===== src/rtl/seq_proc_unit_pkg.sv =====
// seq_proc_unit_pkg: op encodings, FSM states and PSW bit positions shared by the unit.
// Rev 1.0
`default_nettype none

package seq_proc_unit_pkg;

  typedef enum logic [2:0] {
    OP_RR   = 3'd0,
    OP_RRC  = 3'd1,
    OP_RL   = 3'd2,
    OP_RLC  = 3'd3,
    OP_SWAP = 3'd4,
    OP_MUL  = 3'd5,
    OP_DIV  = 3'd6,
    OP_RSV  = 3'd7
  } op_t;

  typedef enum logic [1:0] {
    IDLE = 2'd0,
    RUN  = 2'd1,
    DONE = 2'd2
  } state_t;

  localparam int PSW_CY = 7;
  localparam int PSW_AC = 6;
  localparam int PSW_OV = 2;

endpackage

`default_nettype wire


===== src/rtl/mul_div_step.sv =====
// mul_div_step: one unsigned shift-add (MUL) or restoring-subtract (DIV) iteration.
// Rev 1.0
`default_nettype none

module mul_div_step
  import seq_proc_unit_pkg::*;
#(
  parameter int DATA_W = 8
) (
  input  logic              is_div,
  input  logic [DATA_W-1:0] lo,
  input  logic [DATA_W-1:0] hi,
  input  logic [DATA_W-1:0] operand,
  output logic [DATA_W-1:0] lo_nxt,
  output logic [DATA_W-1:0] hi_nxt
);

  logic [DATA_W:0]   sum;
  logic [DATA_W:0]   rem_sh;
  logic [DATA_W-1:0] diff;

  always_comb begin
    sum    = {1'b0, hi} + (lo[0] ? {1'b0, operand} : '0);
    rem_sh = {hi, lo[DATA_W-1]};
    // Remainder is always below the divisor, so the difference fits in DATA_W bits.
    diff   = rem_sh[DATA_W-1:0] - operand;
    if (is_div) begin
      if (rem_sh >= {1'b0, operand}) begin
        hi_nxt = diff;
        lo_nxt = {lo[DATA_W-2:0], 1'b1};
      end else begin
        hi_nxt = rem_sh[DATA_W-1:0];
        lo_nxt = {lo[DATA_W-2:0], 1'b0};
      end
    end else begin
      hi_nxt = sum[DATA_W:1];
      lo_nxt = {sum[0], lo[DATA_W-1:1]};
    end
  end

endmodule

`default_nettype wire


===== src/rtl/seq_proc_unit.sv =====
// seq_proc_unit: multi-cycle rotate / swap / multiply / divide unit with PSW update.
// Rev 1.0
`default_nettype none

module seq_proc_unit
  import seq_proc_unit_pkg::*;
#(
  parameter int DATA_W = 8,
  parameter int CNT_W  = $clog2(DATA_W)
) (
  input  logic              clk,
  input  logic              rst_n,
  input  logic              start,
  input  logic [2:0]        op,
  input  logic [DATA_W-1:0] a_data,
  input  logic [DATA_W-1:0] b_data,
  input  logic [CNT_W-1:0]  shamt,
  input  logic [7:0]        psw_in,
  output logic              busy,
  output logic              done,
  output logic [DATA_W-1:0] ans,
  output logic [DATA_W-1:0] ans_hi,
  output logic [7:0]        psw_out
);

  localparam int NW = CNT_W + 1;
  localparam int HW = DATA_W / 2;

  state_t            state, state_nxt;
  op_t               op_r;
  logic [DATA_W-1:0] acc_r, hi_r, b_r;
  logic [7:0]        psw_r;
  logic [NW-1:0]     cnt_r, n_r, n_req;
  logic              last_step;

  logic [DATA_W-1:0] md_lo, md_hi;
  logic [DATA_W-1:0] step_acc, step_hi;
  logic              step_cy;
  logic [DATA_W-1:0] res_ans, res_hi;
  logic [7:0]        res_psw;

  always_comb begin
    n_req = NW'(1);
    case (op_t'(op))
      OP_RR, OP_RRC, OP_RL, OP_RLC: n_req = NW'(shamt);
      OP_MUL:                       n_req = NW'(DATA_W);
      OP_DIV:                       n_req = (b_data == '0) ? NW'(1) : NW'(DATA_W);
      default:                      n_req = NW'(1);
    endcase
  end

  assign last_step = (cnt_r + NW'(1)) == n_r;

  always_ff @(posedge clk or negedge rst_n) begin
    if (!rst_n) state <= IDLE;
    else        state <= state_nxt;
  end

  always_comb begin
    state_nxt = state;
    busy      = 1'b1;
    done      = 1'b0;
    case (state)
      IDLE: begin
        busy = 1'b0;
        if (start) state_nxt = (n_req == '0) ? DONE : RUN;
      end
      RUN:  if (last_step) state_nxt = DONE;
      DONE: begin
        done      = 1'b1;
        state_nxt = IDLE;
      end
      default: begin
        busy      = 1'b0;
        state_nxt = IDLE;
      end
    endcase
  end

  mul_div_step #(.DATA_W(DATA_W)) u_step (
    .is_div  (op_r == OP_DIV),
    .lo      (acc_r),
    .hi      (hi_r),
    .operand (b_r),
    .lo_nxt  (md_lo),
    .hi_nxt  (md_hi)
  );

  always_comb begin
    step_acc = acc_r;
    step_hi  = hi_r;
    step_cy  = psw_r[PSW_CY];
    case (op_r)
      OP_RR:   step_acc = {acc_r[0], acc_r[DATA_W-1:1]};
      OP_RRC: begin
        step_acc = {psw_r[PSW_CY], acc_r[DATA_W-1:1]};
        step_cy  = acc_r[0];
      end
      OP_RL:   step_acc = {acc_r[DATA_W-2:0], acc_r[DATA_W-1]};
      OP_RLC: begin
        step_acc = {acc_r[DATA_W-2:0], psw_r[PSW_CY]};
        step_cy  = acc_r[DATA_W-1];
      end
      OP_SWAP: step_acc = {acc_r[HW-1:0], acc_r[DATA_W-1:HW]};
      OP_MUL, OP_DIV: begin
        step_acc = md_lo;
        step_hi  = md_hi;
      end
      default: ;
    endcase
  end

  // Final result as seen through the last step; only loaded into the outputs on that step.
  always_comb begin
    res_ans         = step_acc;
    res_hi          = '0;
    res_psw         = psw_r;
    res_psw[PSW_CY] = step_cy;
    case (op_r)
      OP_MUL: begin
        res_hi          = step_hi;
        res_psw[PSW_CY] = 1'b0;
        res_psw[PSW_OV] = (step_hi != '0);
      end
      OP_DIV: begin
        res_psw[PSW_CY] = 1'b0;
        if (b_r == '0) begin
          res_ans         = '1;
          res_hi          = acc_r;
          res_psw[PSW_OV] = 1'b1;
        end else begin
          res_hi          = step_hi;
          res_psw[PSW_OV] = 1'b0;
        end
      end
      OP_RSV:  res_ans = acc_r;
      default: ;
    endcase
  end

  always_ff @(posedge clk or negedge rst_n) begin
    if (!rst_n) begin
      op_r    <= OP_RR;
      acc_r   <= '0;
      hi_r    <= '0;
      b_r     <= '0;
      psw_r   <= '0;
      cnt_r   <= '0;
      n_r     <= '0;
      ans     <= '0;
      ans_hi  <= '0;
      psw_out <= '0;
    end else begin
      case (state)
        IDLE: begin
          if (start) begin
            op_r  <= op_t'(op);
            acc_r <= a_data;
            hi_r  <= '0;
            b_r   <= b_data;
            psw_r <= psw_in;
            cnt_r <= '0;
            n_r   <= n_req;
            if (n_req == '0) begin
              ans     <= a_data;
              ans_hi  <= '0;
              psw_out <= psw_in;
            end
          end
        end
        RUN: begin
          acc_r         <= step_acc;
          hi_r          <= step_hi;
          psw_r[PSW_CY] <= step_cy;
          cnt_r         <= cnt_r + NW'(1);
          if (last_step) begin
            ans     <= res_ans;
            ans_hi  <= res_hi;
            psw_out <= res_psw;
          end
        end
        default: ;
      endcase
    end
  end

endmodule

`default_nettype wire


===== config.mk =====
export PLATFORM = sky130hd
export DESIGN_NAME = seq_proc_unit
export DESIGN_NICKNAME = d
export VERILOG_FILES = /design/src/rtl/seq_proc_unit_pkg.sv /design/src/rtl/mul_div_step.sv /design/src/rtl/seq_proc_unit.sv
export SDC_FILE = /design/constraint.sdc
export NUM_CORES = 1
export LEC_CHECK = 0
export CORE_ASPECT_RATIO = 0.6
export CORE_MARGIN = 2
export CORE_UTILIZATION = 26
export DETAILED_ROUTE_END_ITERATION = 6
export HOLD_SLACK_MARGIN = 0.08
export PLACE_DENSITY = 0.44
export SLEW_MARGIN = 10
export SYNTH_ARGS = -nofsm -noshare
export SYNTH_HDL_FRONTEND = slang
export SYNTH_SLANG_ARGS = --single-unit

===== constraint.sdc =====
create_clock -name clk -period 4.43 [get_ports clk]
set_input_delay 0.443 -clock clk [delete_from_list [all_inputs] [get_ports clk]]
set_output_delay 0.443 -clock clk [all_outputs]
set_load 0.03 [all_outputs]

==> results.md <==
- Initial core utilization: a little over a quarter
- Area grow syn2layout: 23.0%
- FILL cells: 1836
- CP peak stage delay: 0.66 ns
- Synth async-reset ratio: 100%
- Syn nets: 579
- Synth area leader: dfrtp_1
- Min Tclk post-route: 3.14 ns
- Critical Path AT: 3.39 ns
- Fin crit share: 70.8%
- Power Dens Cells: 812 nW/um^2
- Tightest Pin Transition: 1.06 ns
- Peak Freq: around 320 MHz
- Final Hold Fails: 0
- HPWL after DPL: 10900 um
- Slowest cell on crit path: dfrtp_1
- Width of the die: roughly 180 um
- Primary FF master, synth: dfrtp_1
- Postcts setup bufs: 0
- Antenna violations before repair: 0
- Avg WL per Cell: 17.8 um
- Drc violations: 0
- Share of layout cells above drive strength 1: 10.2%
- CP Cell Sequence: and2_1, ha_1, inv_1, fa_1, and2b_1, o31ai_1, a21oi_1, a21o_1, nor3_1, a2111oi_1, nand2_1, a41oi_1
- M3 GR Usage: 3.97%
- RSZ-0062 raised after global routing: false
- Clock skew: approximately 0.008 ns
- Final setup vio count: 0
- Crit start category: register
- Avg Cell Area, Syn: ~9 um^2
- Synthesized area: 4710 um^2
- Die area: 19200 um^2
- WL final: 14500 um
- Total leakage power: 2.41 nW
- Yosys top cell area share: 36.7%
- WP data required: 4.68 ns
- Max VDD drop: between 300 and 400 uV
- GPL Wtd Cong: 0.853
- Hold Crit Class: primary input to async pin
- CTS sink count: 69
- FF+latch count, synth: 69
- Clk_lat worst skew: 0.34 ns
- Core Region: approximately 18000 um^2
- Root Driver: clkbuf_16
- Hold WS: 0.116 ns
- Hold-fix buffers, CTS: 0
- Rel. slew slack: roughly 29%
- Total track usage: 15.6%
- Crit. End Element: register
- Routed Antenna Nets: 0
- Max cap viols: 0
- Met2 Track Usage GR: 21.7%
- Syn Inst Count: 524
- CTS resizes: 0
- ANT cells: 0
- Layout Nets: 626
- Share of the yosys chip area belonging to registers: approximately 37%
- IO Count: 59
- R2R setup slack: 1.29 ns
- Non-filler instance count after layout: 816
- Ys Warns: 0
- Longest Clk Path Bufs: 2
- Setup TNS: 0 ns
- First-pass GRT wire length: roughly 23000 um
- Dpl cells: 800
- DIE HEIGHT: between 100 and 150 um
- Yosys cell types: 72
- Area of the multi-input gates: about 2800 um^2
- Row count: 38
- Via count: 4199
- Port-buffer cells: 58
- Delay-heaviest family, CP: compound AO/OA/AOI/OAI gates
- Run status: finished clean
- Clock transition at the registers of the reported paths: 0.06 ns
- Vias in the first global route: 4014
- DRT Pass-1 Iters: 5
- Register area: 1730 um^2
- Depth of the CTS H-tree: 3
- GRT overflow: 0
- Post-synth EDFFs: 0
- Synth top cells by count: 69 x dfrtp_1, 55 x nand2_1, 35 x nor2_1, 30 x a21oi_1, 28 x o21ai_0
- Worst Setup Path Type: register to register
- Synth top area cells: dfrtp_1 37%, ha_1 5.3%, mux2_2 5.0%, nand2_1 4.4%, mux2i_1 4.0%
- DR vias/cell: 5.15
- CTS Buf Count: 9
- Buf+Inv Stages, Crit Path: 1
- Fin. max-slew vios: 0
- Largest net degree at the start of global routing: 45
- Met1 usage: 24.1%
- CTS tree: yes
- Crit path max fanout: 15
- GRT Max-Usage Layer: met1
- 1st-iter DRT viols: 297
- Most common cell in the synthesized netlist: dfrtp_1
-- final timing paths --
check                           from          to  depth (start not counted)
min                            rst_n     hi_r[1]                          1
min in group clk           ans_hi[1]   ans_hi[1]                          2
min reg2reg                ans_hi[1]   ans_hi[1]                          2
max                         acc_r[0]  psw_out[2]                         12
max in group asynchronous      rst_n    state[0]                          2
max reg2reg                 acc_r[0]  psw_out[2]                         12
-- cell usage in the layout (no fill, tap or decap), types with 10 or more instances in the layout --
cell and instances:
dfrtp_1 69, clkdlybuf4s50_1 57, nand2_1 55, nor2_1 35, a21oi_1 30, o21ai_0 28, inv_1 24, mux2_2 21
ha_1 20, mux2i_1 19, o21ai_1 14, o211ai_1 13, nand3_1 12, and2_1 11, nor2b_1 11, a22oi_1 10
nor3_1 10
-- where the power goes --
group	total, mW	switching, mW	internal (mW)
clock	0.724	0.286	0.438
combinational	2.70	1.56	1.14
sequential	1.28	0.374	0.911
total	4.71	2.21	2.49
-- cell type report --
| class | count | share of cell area [%] |
|---|---|---|
| timing repair buffer | 65 | 10.8 |
| multi-input combinational | 401 | 47.5 |
| inverter | 25 | 1.62 |
| tap | 240 | 5.18 |
| clock buffer | 11 | 4.02 |
| sequential | 69 | 29.8 |
| clock inverter | 5 | 1.04 |
-- kinds of logic (layout without fill, tap and decap cells) --
family	count (synthesis)	count (layout)	synth area share, %
fa+ha+maj	22	22	6.16
buf+inv	54	106	4.94
xor+xnor	14	14	2.60
flops	69	69	36.7
compound gates	160	160	22.9
mux	41	41	9.54
simple gates	164	164	17.2
-- sequential cells by signal, indices dropped and copies added (netlist names) --
name	count
acc_r	8
ans	8
ans_hi	8
b_r	8
cnt_r	4
hi_r	8
n_r	4
op_r	3
psw_out	8
psw_r	8
state	2
-- metrics by stage --
stage	area, um^2	setup WS, ns	total power, mW	util (%)
6_report	5790	1.29	4.71	32.3
3_3_place_gp	5500	1.32	3.96	30.7
3_5_place_dp	5500	1.36	3.98	30.7
5_1_grt	5790	1.04	5.07	32.3
2_1_floorplan	4710	1.68	3.15	-
4_1_cts	5790	1.34	4.73	32.3
-- layer usage --
| layer | wire [um] | vias up | part of all wire (%) |
|---|---|---|---|
| li1 | - | 2010 | - |
| met1 | 7680 | 2053 | 53 |
| met2 | 5870 | 129 | 40 |
| met3 | 893 | 7 | 6.2 |
| met4 | 77 | 0 | 0.53 |
| met5 | 0 | - | 0 |
Note: power is estimated with default switching activity, not from simulation.
